--- src/rtl/mux_21_sel_arb_pkg.sv ---
// mux_21_sel_arb_pkg
// Shared definitions for the 2:1 mux select arbiter:
//   - state_e  : FSM state encoding (IDLE, OWN_A, OWN_B, GUARD)
//   - SEL_A/B  : mux select encoding, also used to name an owner/target
//   - GUARD_W  : width of the guard-interval counter (DEAD_CYC <= 15)
//   - rr_winner: round-robin winner between the two requesters
package mux_21_sel_arb_pkg;

  typedef enum logic [1:0] {
    IDLE  = 2'd0,
    OWN_A = 2'd1,
    OWN_B = 2'd2,
    GUARD = 2'd3
  } state_e;

  localparam logic SEL_A = 1'b0;
  localparam logic SEL_B = 1'b1;

  localparam int unsigned GUARD_W = 4;

  // Owners are encoded like sel, so the tie-break winner is simply
  // the side that did not own the mux last.
  function automatic logic rr_winner(input logic req_a,
                                     input logic req_b,
                                     input logic last_owner);
    if (req_a && req_b) begin
      return ~last_owner;
    end else if (req_b) begin
      return SEL_B;
    end else begin
      return SEL_A;
    end
  endfunction

endpackage

--- src/rtl/mux_21_sel_arb_sat_counter.sv ---
// sat_counter
// Up-counter with synchronous clear, enable and saturation at all-ones.
// Ports:
//   clk_i  : clock
//   rst_i  : synchronous active-high reset (count -> 0)
//   clr_i  : restart the count; together with en_i the restart counts the
//            current cycle, so the counter reads 1 on the following cycle
//   en_i   : increment (holds at 2^W-1)
//   cnt_o  : current count
module sat_counter #(
  parameter int unsigned W = 4
) (
  input  logic         clk_i,
  input  logic         rst_i,
  input  logic         clr_i,
  input  logic         en_i,
  output logic [W-1:0] cnt_o
);

  localparam logic [W-1:0] CNT_MAX = {W{1'b1}};

  logic [W-1:0] cnt_q;
  logic [W-1:0] cnt_d;

  // Next count: restart, saturating increment, or hold.
  always_comb begin
    cnt_d = cnt_q;
    if (clr_i) begin
      cnt_d = en_i ? W'(1) : '0;
    end else if (en_i && (cnt_q != CNT_MAX)) begin
      cnt_d = cnt_q + W'(1);
    end else begin
      cnt_d = cnt_q;
    end
  end

  // Count register.
  always_ff @(posedge clk_i) begin
    if (rst_i) begin
      cnt_q <= '0;
    end else begin
      cnt_q <= cnt_d;
    end
  end

  assign cnt_o = cnt_q;

endmodule

--- src/rtl/mux_21_sel_arb.sv ---
// mux_21_sel_arb
// Round-robin arbiter driving the select line of a 2:1 mux. Whenever sel
// changes, DEAD_CYC guard cycles with no grant are inserted before the new
// owner is granted. Under contention an owner keeps the mux for at least
// max(1, hold_cnt) cycles (hold_cnt latched at grant start).
// Ports:
//   clk      : clock
//   rst      : synchronous active-high reset
//   req_a/b  : level-sensitive requests for the in_a / in_b path
//   hold_cnt : minimum dwell under contention, latched on grant start
//   sel      : mux select (0 = in_a, 1 = in_b), registered
//   gnt_a/b  : ownership grants, registered, mutually exclusive
//   guard    : high during guard cycles, registered
module mux_21_sel_arb
  import mux_21_sel_arb_pkg::*;
#(
  parameter int unsigned HOLD_W   = 4,
  parameter int unsigned DEAD_CYC = 1
) (
  input  logic              clk,
  input  logic              rst,
  input  logic              req_a,
  input  logic              req_b,
  input  logic [HOLD_W-1:0] hold_cnt,
  output logic              sel,
  output logic              gnt_a,
  output logic              gnt_b,
  output logic              guard
);

  localparam logic [GUARD_W-1:0] DEAD_LAST = GUARD_W'(DEAD_CYC);

  state_e              state_q, state_d;
  logic                sel_q, sel_d;
  logic                gnt_a_q, gnt_a_d;
  logic                gnt_b_q, gnt_b_d;
  logic                guard_q, guard_d;
  logic                last_q, last_d;
  logic                target_q, target_d;
  logic [HOLD_W-1:0]   hold_q, hold_d;

  logic [HOLD_W-1:0]   dwell_s;
  logic [GUARD_W-1:0]  gcnt_s;
  logic                dwell_clr_s, dwell_en_s;
  logic                gcnt_clr_s, gcnt_en_s;
  logic                win_s;
  logic                go_own_s, go_guard_s, go_idle_s;
  logic                who_s;

  assign win_s = rr_winner(req_a, req_b, last_q);

  // Transition decision: which state to enter next and for which side.
  always_comb begin
    go_own_s   = 1'b0;
    go_guard_s = 1'b0;
    go_idle_s  = 1'b0;
    who_s      = sel_q;
    case (state_q)
      IDLE: begin
        if (req_a || req_b) begin
          who_s = win_s;
          if (win_s == sel_q) begin
            go_own_s = 1'b1;
          end else begin
            go_guard_s = 1'b1;
          end
        end else begin
          go_own_s = 1'b0;
        end
      end
      OWN_A: begin
        // Release and preemption both hand over through GUARD when B waits.
        if (!req_a) begin
          if (req_b) begin
            go_guard_s = 1'b1;
            who_s      = SEL_B;
          end else begin
            go_idle_s = 1'b1;
          end
        end else if (req_b && (dwell_s >= hold_q)) begin
          go_guard_s = 1'b1;
          who_s      = SEL_B;
        end else begin
          go_own_s = 1'b0;
        end
      end
      OWN_B: begin
        if (!req_b) begin
          if (req_a) begin
            go_guard_s = 1'b1;
            who_s      = SEL_A;
          end else begin
            go_idle_s = 1'b1;
          end
        end else if (req_a && (dwell_s >= hold_q)) begin
          go_guard_s = 1'b1;
          who_s      = SEL_A;
        end else begin
          go_own_s = 1'b0;
        end
      end
      GUARD: begin
        if (gcnt_s >= DEAD_LAST) begin
          who_s = target_q;
          if ((target_q == SEL_A) ? req_a : req_b) begin
            go_own_s = 1'b1;
          end else begin
            go_idle_s = 1'b1;
          end
        end else begin
          go_own_s = 1'b0;
        end
      end
      default: begin
        go_idle_s = 1'b1;
      end
    endcase
  end

  // Next-state values for the FSM and its registered outputs.
  always_comb begin
    state_d  = state_q;
    sel_d    = sel_q;
    gnt_a_d  = gnt_a_q;
    gnt_b_d  = gnt_b_q;
    guard_d  = guard_q;
    last_d   = last_q;
    target_d = target_q;
    hold_d   = hold_q;
    if (go_own_s) begin
      state_d = (who_s == SEL_A) ? OWN_A : OWN_B;
      gnt_a_d = (who_s == SEL_A);
      gnt_b_d = (who_s == SEL_B);
      guard_d = 1'b0;
      hold_d  = hold_cnt;
      last_d  = who_s;
    end else if (go_guard_s) begin
      state_d  = GUARD;
      sel_d    = who_s;
      target_d = who_s;
      gnt_a_d  = 1'b0;
      gnt_b_d  = 1'b0;
      guard_d  = 1'b1;
    end else if (go_idle_s) begin
      state_d = IDLE;
      gnt_a_d = 1'b0;
      gnt_b_d = 1'b0;
      guard_d = 1'b0;
    end else begin
      state_d = state_q;
    end
  end

  // Counters restart on entry so they read 1 during the first cycle.
  assign dwell_clr_s = go_own_s;
  assign dwell_en_s  = go_own_s || (state_q == OWN_A) || (state_q == OWN_B);
  assign gcnt_clr_s  = go_guard_s;
  assign gcnt_en_s   = go_guard_s || (state_q == GUARD);

  sat_counter #(.W(HOLD_W)) u_dwell (
    .clk_i (clk),
    .rst_i (rst),
    .clr_i (dwell_clr_s),
    .en_i  (dwell_en_s),
    .cnt_o (dwell_s)
  );

  sat_counter #(.W(GUARD_W)) u_guard (
    .clk_i (clk),
    .rst_i (rst),
    .clr_i (gcnt_clr_s),
    .en_i  (gcnt_en_s),
    .cnt_o (gcnt_s)
  );

  // FSM state and output registers; last owner resets to B so A wins the first tie.
  always_ff @(posedge clk) begin
    if (rst) begin
      state_q  <= IDLE;
      sel_q    <= SEL_A;
      gnt_a_q  <= 1'b0;
      gnt_b_q  <= 1'b0;
      guard_q  <= 1'b0;
      last_q   <= SEL_B;
      target_q <= SEL_A;
      hold_q   <= '0;
    end else begin
      state_q  <= state_d;
      sel_q    <= sel_d;
      gnt_a_q  <= gnt_a_d;
      gnt_b_q  <= gnt_b_d;
      guard_q  <= guard_d;
      last_q   <= last_d;
      target_q <= target_d;
      hold_q   <= hold_d;
    end
  end

  assign sel   = sel_q;
  assign gnt_a = gnt_a_q;
  assign gnt_b = gnt_b_q;
  assign guard = guard_q;

endmodule
--- config.mk ---
export PLATFORM = sky130hd
export DESIGN_NAME = mux_21_sel_arb
export DESIGN_NICKNAME = d
export VERILOG_FILES = /design/src/rtl/mux_21_sel_arb_pkg.sv /design/src/rtl/mux_21_sel_arb_sat_counter.sv /design/src/rtl/mux_21_sel_arb.sv
export SDC_FILE = /design/constraint.sdc
export NUM_CORES = 1
export LEC_CHECK = 0
export CAP_MARGIN = 5
export CORE_MARGIN = 2
export CORE_UTILIZATION = 36
export DETAILED_ROUTE_END_ITERATION = 6
export PLACE_DENSITY = 0.54
export SLEW_MARGIN = 0
export SYNTH_ARGS = -nofsm -noshare
export SYNTH_HDL_FRONTEND = slang
export SYNTH_SLANG_ARGS = --single-unit
--- constraint.sdc ---
create_clock -name clk -period 5 [get_ports clk]
set_input_delay 1 -clock clk [delete_from_list [all_inputs] [get_ports clk]]
set_output_delay 1 -clock clk [all_outputs]
set_load 0.1 [all_outputs]
# --- Word level (Yosys, flattened, before mapping) ---
# Index checks and enable logic that the tools add are counted.
word_totals:
  output_inout_bits: 4
  word_cells: 85
  reg_bits: 19
  inputBits: 8
op_classes:
  n_addsub: 2
  n_lt_le_gt_ge: 2
  muxes: 46
  eq_ne: 6
  n_reduce_logical: 17
  n_bitwise: 3
op_table:
  columns: ["cell", "n"]
  rows:
  - ["1-bit two-way mux", 34]
  - ["4-bit two-way mux", 4]
  - ["1-bit one-hot mux with 3 select lines", 3]
  - ["4-bit by 1-bit adder with 4-bit output, second input constant", 2]
  - ["2-bit two-way mux", 4]
  - ["4-bit inequality test, second input constant", 2]
  - ["2-bit nonzero test", 3]
  - ["1-bit logical AND", 5]
  - ["2-bit equality test, second input constant", 2]
  - ["4-bit by 1-bit greater-or-equal comparator with 1-bit output, second input constant", 1]
  - ["4-bit greater-or-equal comparator", 1]
  - ["1-bit logical OR", 4]
  - ["1-bit one-hot mux with 4 select lines", 1]
  - ["2-bit OR reduction", 2]
  - ["1-bit inverter", 3]
  - ["3-bit nonzero test", 1]
  - ["2-bit by 1-bit equality test with 1-bit output, second input constant", 1]
  - ["2-bit logical NOT", 1]
  - ["2-bit AND reduction", 1]
  - ["1-bit equality test", 1]

# --- Depth between registers and ports, before layout ---
# Gate-level depths: netlist of the first run.
logic_depth:
  ltp_word: 11
  mapped_depth: 8
  depth_no_buf: 7

# --- Cells and area by module ---
# A second synthesis of the first run with hierarchy kept.
unflattened:
  hier_cells: 145
  hier_area_um2: 1194.9
modules_own_cells:
  columns: ["mod", "seq_area_each_um2", "area_per_inst_um2", "n_inst", "cells_each"]
  rows:
  - ["mux_21_sel_arb", 220.2, 787.0, 1, 97]
  - ["sat_counter", 80.1, 203.9, 2, 24]

# --- Least setup slack after synthesis of the first run ---
# Ideal clock, no wire load.
synth_path:
  path_kind: "register -> register"
  startpoint: "register target_q"
  endpoint: "register state_q[0]"
  n_path_buf: 2
  path_stages_with_launch: 8
  period_less_slack_ns: 2.087
  t_arrival_ns: 2.012
  setup_slack_ns: 2.913
  path_cell_list: "dfxtp_1 > buf_6 > nor3b_1 > o22ai_2 > o2111ai_2 > buf_6 > or2_1 > a31oi_1"
synth_between:
  elab_chain_cells: 6
synth_rtl:
  columns: ["item", "line_no", "text"]
  rows:
  - ["start, declared", "mux_21_sel_arb.sv:39", "logic target_q, target_d;"]
  - ["start signal, assigned", "mux_21_sel_arb.sv:194", "target_q <= target_d;"]
  - ["1-bit equality test", null, null]
  - ["1-bit two-way mux (2 in series)", null, null]
  - ["1-bit one-hot mux with 3 select lines", null, null]
  - ["2-bit two-way mux", null, null]
  - ["2-bit two-way mux", "mux_21_sel_arb.sv:130", "if (go_own_s) begin"]
  - ["end signal, assigned", "mux_21_sel_arb.sv:188", "state_q <= state_d;"]
  - ["end, declared", "mux_21_sel_arb.sv:33", "state_e state_q, state_d;"]
# Parallel ways exist; a longest one is shown, timed or not.
# A chain may end at the register's enable or synchronous reset.

==> results of run 1 <==
==> per-stage QoR <==
stage                     utilization  setup slack (ns)  cells
after floorplan                     -              2.91    129
after global placement          0.421              2.06    178
after detailed placement        0.421              2.06    178
after CTS                       0.429              1.92    182
after global routing            0.429              1.85    182
final                           0.429              1.92    182
==> power by group through the flow <==
stage | clock network (mW) | registers (mW) | logic, mW
2_1_floorplan | 0 | 0.301 | 0.304
3_3_place_gp | 0 | 0.257 | 0.410
3_5_place_dp | 0 | 0.258 | 0.415
4_1_cts | 0.0826 | 0.255 | 0.417
5_1_grt | 0.0891 | 0.267 | 0.455
6_report | 0.0778 | 0.255 | 0.413
==> kinds of logic (layout without fill, tap and decap cells) <==
family	Yosys count	after routing	synth area share
adder cells (fa/ha/maj)	8	8	0.0849
AND/OR/NAND/NOR	42	42	0.219
AO/OA/AOI/OAI	32	32	0.213
multiplexers	6	6	0.0510
buffers and inverters	18	27	0.0796
flip-flops	19	19	0.323
XOR/XNOR	4	4	0.0297
==> area by class of cell <==
cell class	count	area (um^2)
well taps	44	55.1
flip-flops and latches	19	380
repair buffers	11	110
clock buffers	4	26.3
inverters	12	45.0
fillers	323	1760
multi-input cells	92	704
==> how the worst min path moves through the flow <==
stage                            from                     end  slack (ns)
6_report           guard$_SDFFE_PP0P_      guard$_SDFFE_PP0P_        0.47
5_1_grt            guard$_SDFFE_PP0P_      guard$_SDFFE_PP0P_        0.51
4_1_cts            guard$_SDFFE_PP0P_      guard$_SDFFE_PP0P_        0.48
3_5_place_dp       guard$_SDFFE_PP0P_      guard$_SDFFE_PP0P_        0.46
3_3_place_gp       guard$_SDFFE_PP0P_      guard$_SDFFE_PP0P_        0.45
2_1_floorplan  hold_q[1]$_SDFFE_PP0P_  hold_q[1]$_SDFFE_PP0P_        0.46
==> Yosys cell counts, types with 2 or more instances <==
cell / n
sky130_fd_sc_hd__a21oi_1: 8
sky130_fd_sc_hd__a31oi_1: 4
sky130_fd_sc_hd__buf_6: 3
sky130_fd_sc_hd__dfxtp_1: 19
sky130_fd_sc_hd__ha_1: 8
sky130_fd_sc_hd__inv_1: 12
sky130_fd_sc_hd__mux2i_1: 6
sky130_fd_sc_hd__nand2_1: 4
sky130_fd_sc_hd__nand2b_1: 7
sky130_fd_sc_hd__nand3_1: 3
sky130_fd_sc_hd__nand4_1: 2
sky130_fd_sc_hd__nor2_1: 6
sky130_fd_sc_hd__nor2b_1: 2
sky130_fd_sc_hd__nor3_1: 7
sky130_fd_sc_hd__nor3b_1: 2
sky130_fd_sc_hd__o211ai_1: 2
sky130_fd_sc_hd__o21a_1: 2
sky130_fd_sc_hd__o32ai_1: 4
sky130_fd_sc_hd__xnor2_1: 2
sky130_fd_sc_hd__xor2_1: 2
==> worst min-delay path: stages, from the launching register on <==
cell and delay, ns:
sky130_fd_sc_hd__dfxtp_1 0.32, sky130_fd_sc_hd__nand2_1 0.05, sky130_fd_sc_hd__a21oi_1 0.05
==> metal layers <==
layer | share of wire | up-vias | track usage | routed length (um)
met2 | 0.42 | 8 | 0.220 | 960
met5 | 0 | - | 0 | 0
met3 | 0.023 | 4 | 0.0273 | 52
met4 | 0.012 | 0 | 0.0745 | 28
li1 | - | 486 | - | -
met1 | 0.54 | 421 | 0.205 | 1220
==> state kept, by name (all words and copies together) (netlist names) <==
signal         count
hold_q             4
u_dwell.cnt_o      4
u_guard.cnt_o      4
state_q            2
gnt_a              1
gnt_b              1
guard              1
last_q             1
target_q           1
==> results.json, run 1 <==
{
  "status": "finished clean",
  "part_of_the_yosys_area_used_for_sequential_elements": 0.323,
  "critPathArrivalTime_ns": 2.08,
  "synth.largest_area_cell": "sky130_fd_sc_hd__dfxtp_1",
  "area_of_the_placeable_core_um2": 3080,
  "first_iter_violations": 13,
  "cell_area_after_technology_mapping_um2": 1180,
  "power.internal_mw": 0.387,
  "mostFrequentLayoutCell": "sky130_fd_sc_hd__dfxtp_1",
  "wl_per_cell_um": 12.4,
  "overflow": 0,
  "timing.final.setup_violations": 0,
  "port-buffer-count": 11,
  "design.die.area_um2": 3750,
  "crit_path_max_fanout": 11,
  "yosys-top-cells-area": "sky130_fd_sc_hd__dfxtp_1 32%, sky130_fd_sc_hd__ha_1 8.5%, sky130_fd_sc_hd__mux2i_1 5.1%, sky130_fd_sc_hd__inv_1 3.8%, sky130_fd_sc_hd__nand2b_1 3.7%",
  "synth-seq-cells": 19,
  "sequentialPowerShare": 0.342,
  "synthesis.instances": 129,
  "drt_pre_antenna_iters": 4,
  "final_net_count": 155,
  "reg_to_reg_critical_path_startpoint": "u_guard.cnt_o[0]$_SDFFE_PP0P_",
  "timing.final.max_slew_violations": 0,
  "cell_count_along_the_critical_path": 1,
  "swShare": 0.481,
  "fp.dieW_um": 61.2,
  "place_hpwl_mm": 1.74,
  "netSwitchingPower_mw": 0.359,
  "reg2regPathDepth": 7,
  "synthesis.area_per_instance_um2": 9.14,
  "postSynth.topFlopCell": "sky130_fd_sc_hd__dfxtp_1",
  "most-common-layout-cells": "19 x sky130_fd_sc_hd__dfxtp_1, 12 x sky130_fd_sc_hd__inv_1, 11 x sky130_fd_sc_hd__clkdlybuf4s50_1",
  "chipHeight_um": 61.2,
  "grt_pass1_wl_mm": 4.09,
  "areaGrowthSynthToFinish_pct": 12.1,
  "cts_resized": 0,
  "timing.hold.ws_ns": 0.466,
  "worst-path-buf-inv": 1,
  "finalCriticalPeriod_ns": 3.08,
  "cpLargestDelayFamily": "buffers and inverters",
  "synth_fp_nets": 145,
  "tritoncts.num_buffers": 3,
  "relative_max_transition_margin": 0.352,
  "path_class": "reg2out",
  "max-clock-path-buffers": 2,
  "dpl-instance-area_um2": 1290,
  "hold_buffers": 0,
  "final_area_um2": 1320,
  "ant_nets": 0,
  "static_leakage_power_nw": 0.499,
  "antennaDiodeCount": 0,
  "power_density_nw_per_um2": 564,
  "grt_max_degree": 19,
  "timing.critical_path.to": "sel",
  "crit_path_start_kind": "flop",
  "dr_vias_cell": 5.05,
  "crit_slowest_cell": "sky130_fd_sc_hd__clkdlybuf4s50_1",
  "worstSetupEndpointType": "output pin",
  "worst-r2r-setup-slack_ns": 2.96,
  "boundaryPins": 12,
  "crit_startpoint": "target_q$_SDFFE_PP0P_",
  "worst_r2r_endpoint": "state_q[0]$_SDFFE_PP0P_",
  "place_congestion": 0.749,
  "clkSlewWorstSetupHoldPaths_ns": 0.10,
  "hold_viol": 0,
  "post-synth-top-area-fraction": 0.323,
  "achievable-frequency_mhz": 325,
  "share_clk_of_total_power": 0.104,
  "fin_worst_skew_ns": 0.00134,
  "grt_antenna_before_repair": 0,
  "post_route_cells_drive_above_1_share": 0.0797,
  "num_vias": 919,
  "worst_vdd_drop_uv": 327,
  "fraction_of_power_consumed_by_combinational_cells": 0.554,
  "cp_slowest_stage_delay_ns": 1.21,
  "setup-tns-final_ns": 0,
  "tritoncts": "yes",
  "gr-usage-all-layers": 0.148,
  "wl_mm": 2.26,
  "crit_path_cell_trace": "clkdlybuf4s50_1",
  "rsz0062_at_grt": "false",
  "max_cap_violations": 0,
  "worst-endpoint-required_ns": 4.00,
  "cts_num_sinks": 19,
  "cts.root.buffer_cell": "sky130_fd_sc_hd__clkbuf_4",
  "hold_depth": 2,
  "synth_warnings": 0,
  "hp-class": "reg2reg",
  "synth-edff-count": 0,
  "effective_utilization_at_floorplan": 0.383,
  "post_cts_buffers": 0,
  "vias_in_the_first_global_route": 920,
  "min_period_over_period": 0.616,
  "total_power_mw": 0.746,
  "floorplan.rows": 20,
  "worstMarginPinSlew_ns": 0.970,
  "detail_route.drc_violations": 0,
  "h-tree-depth": 1,
  "worstSkewPairLatency_ns": 0.29,
  "synth_cell_type_count": 44,
  "async_flop_share": 0
}
No activity file was read; power rests on OpenSTA's default activity.
==> run 2: changes to the inputs <==
Settings changed: PLACE_DENSITY 0.54 to 0.56.
Clock period 5 ns to 2.8 ns, I/O delays scaled along.
==> run 2 against run 1 <==
  * Cell count stayed put
  * Clock power increased by 75%
  * Design area decreased by 0.76%
  * Largest cell class unchanged
  * Worst setup slack got worse by 1.3 ns
  * Worst hold slack better by 0.0038 ns
  * Clock skew is 0.0010 ns higher
  * Sequential power increased by 78%
  * Non-clock buffer count unchanged
==> results.json, run 2 (synthesized netlist as in run 1, its figures left out) <==
{
  "status": "finished clean",
  "boundaryPins": 12,
  "first_iter_violations": 28,
  "pre_cts_slack_ns": 0.302,
  "fp.dieW_um": 61.2,
  "met3WireLength_um": 72,
  "swShare": 0.482,
  "final_net_count": 155,
  "worstSkewPairLatency_ns": 0.29,
  "vias_in_the_first_global_route": 902,
  "areaGrowthSynthToFinish_pct": 11.3,
  "detail_route.drc_violations": 0,
  "grt_antenna_before_repair": 0,
  "design.die.area_um2": 3750,
  "ff_latch_area_um2": 380,
  "overflow": 0,
  "crit_path_start_kind": "input pin",
  "power.internal_mw": 0.686,
  "cts_num_sinks": 19,
  "netSwitchingPower_mw": 0.637,
  "worst-endpoint-required_ns": 3.01,
  "timing.final.max_slew_violations": 0,
  "wl_mm": 2.29,
  "crit_path_max_fanout": 12,
  "hold_viol": 0,
  "num_vias": 926,
  "multiInputGateArea_um2": 704,
  "min_period_over_period": 0.781,
  "static_leakage_power_nw": 0.507,
  "cts_resized": 0,
  "place_hpwl_mm": 1.73,
  "h-tree-depth": 1,
  "post_route_cells_drive_above_1_share": 0.109,
  "critPathArrivalTime_ns": 2.40,
  "grt_max_degree": 19,
  "cp_slowest_stage_delay_ns": 0.53,
  "hp-class": "reg2reg",
  "fin_worst_skew_ns": 0.00239,
  "chipHeight_um": 61.2,
  "mostFrequentLayoutCell": "sky130_fd_sc_hd__dfxtp_1",
  "grt_pass1_wl_mm": 3.95,
  "crit_path_cell_trace": "clkdlybuf4s50_1 > and3_1 > o22ai_2 > o2111ai_2 > or2_1 > a31oi_1",
  "timing.final.setup_violations": 0,
  "relative_max_transition_margin": 0.575,
  "most-common-layout-cells": "19 x sky130_fd_sc_hd__dfxtp_1, 12 x sky130_fd_sc_hd__inv_1, 8 x sky130_fd_sc_hd__a21oi_1, 8 x sky130_fd_sc_hd__ha_1",
  "effective_utilization_at_floorplan": 0.383,
  "total_power_mw": 1.32,
  "post_cts_buffers": 0,
  "timing.hold.ws_ns": 0.470,
  "tritoncts.num_buffers": 3,
  "worstSetupEndpointType": "flop",
  "finalCriticalPeriod_ns": 2.19,
  "path_class": "in2reg",
  "fillCellCount": 336,
  "worst-path-buf-inv": 1,
  "max-clock-path-buffers": 2,
  "highest_layer": "met4",
  "achievable-frequency_mhz": 457,
  "crit_slowest_cell": "sky130_fd_sc_hd__clkdlybuf4s50_1",
  "gr-usage-all-layers": 0.142,
  "sequentialPowerShare": 0.343,
  "fraction_of_power_consumed_by_combinational_cells": 0.554,
  "ant_nets": 0,
  "final_area_um2": 1310,
  "dr_vias_cell": 5.09,
  "tritoncts": "yes",
  "share_clk_of_total_power": 0.103,
  "worstMarginPinSlew_ns": 0.637,
  "wl_met1_mm": 1.20,
  "floorplan.rows": 20,
  "setup-tns-final_ns": 0,
  "max_cap_violations": 0,
  "dpl-instance-area_um2": 1280,
  "area_of_the_placeable_core_um2": 3080,
  "wl_per_cell_um": 12.6,
  "wl_met2_mm": 1.01,
  "clkSlewWorstSetupHoldPaths_ns": 0.10,
  "cts.root.buffer_cell": "sky130_fd_sc_hd__clkbuf_4",
  "worst_vdd_drop_uv": 554,
  "hold_buffers": 0,
  "place_congestion": 0.841,
  "cpLargestDelayFamily": "compound AO/OA/AOI/OAI gates",
  "power_density_nw_per_um2": 1010,
  "port-buffer-count": 11,
  "setup_slack_ns": 0.613,
  "antennaDiodeCount": 0,
  "rsz0062_at_grt": "false",
  "drt_pre_antenna_iters": 4
}
run 2: power by group through the flow:
stage,Clock (mW),Combinational (mW),Sequential (mW)
2_1_floorplan,0,0.543,0.538
3_3_place_gp,0,0.725,0.457
3_5_place_dp,0,0.736,0.458
4_1_cts,0.144,0.742,0.452
5_1_grt,0.154,0.817,0.466
6_report,0.136,0.733,0.454
run 2: worst paths after layout:
check | startpoint | endpoint | slack (ns) | cells past startpoint
worst max-delay path | req_a | state_q[0]$_SDFFE_PP0P_ | 0.61 | 6
worst min-delay path | guard$_SDFFE_PP0P_ | guard$_SDFFE_PP0P_ | 0.47 | 2
worst min register to register | guard$_SDFFE_PP0P_ | guard$_SDFFE_PP0P_ | 0.47 | 2
worst max register to register | u_guard.cnt_o[1]$_SDFFE_PP0P_ | gnt_a$_SDFFE_PP0P_ | 0.76 | 7
run 2: layer usage:
| metal | vias to the layer above | GRT usage |
|---|---|---|
| li1 | 493 | - |
| met1 | 419 | 0.195 |
| met2 | 12 | 0.216 |
| met3 | 2 | 0.0252 |
| met4 | 0 | 0.0652 |
| met5 | - | 0 |
run 2: final cells by class:
| cell class | instances | area share |
|---|---|---|
| Multi-Input combinational cell | 92 | 0.537 |
| Sequential cell | 19 | 0.290 |
| Timing Repair Buffer | 11 | 0.0763 |
| Tap cell | 44 | 0.0420 |
| Inverter | 12 | 0.0344 |
| Clock buffer | 4 | 0.0200 |
run 2: per-stage QoR:
step,util,std cells
finish,0.426,182
global route,0.426,182
CTS,0.426,182
detailed placement,0.417,178
global placement,0.417,178
floorplan,-,129
run 2: worst register-to-register path: stages (launching register included):
cell	delay, ns
sky130_fd_sc_hd__dfxtp_1	0.38
sky130_fd_sc_hd__inv_1	0.07
sky130_fd_sc_hd__ha_1	0.21
sky130_fd_sc_hd__nor4b_4	0.33
sky130_fd_sc_hd__o32ai_1	0.12
sky130_fd_sc_hd__a21oi_1	0.37
sky130_fd_sc_hd__nand2_1	0.14
sky130_fd_sc_hd__o32ai_1	0.33
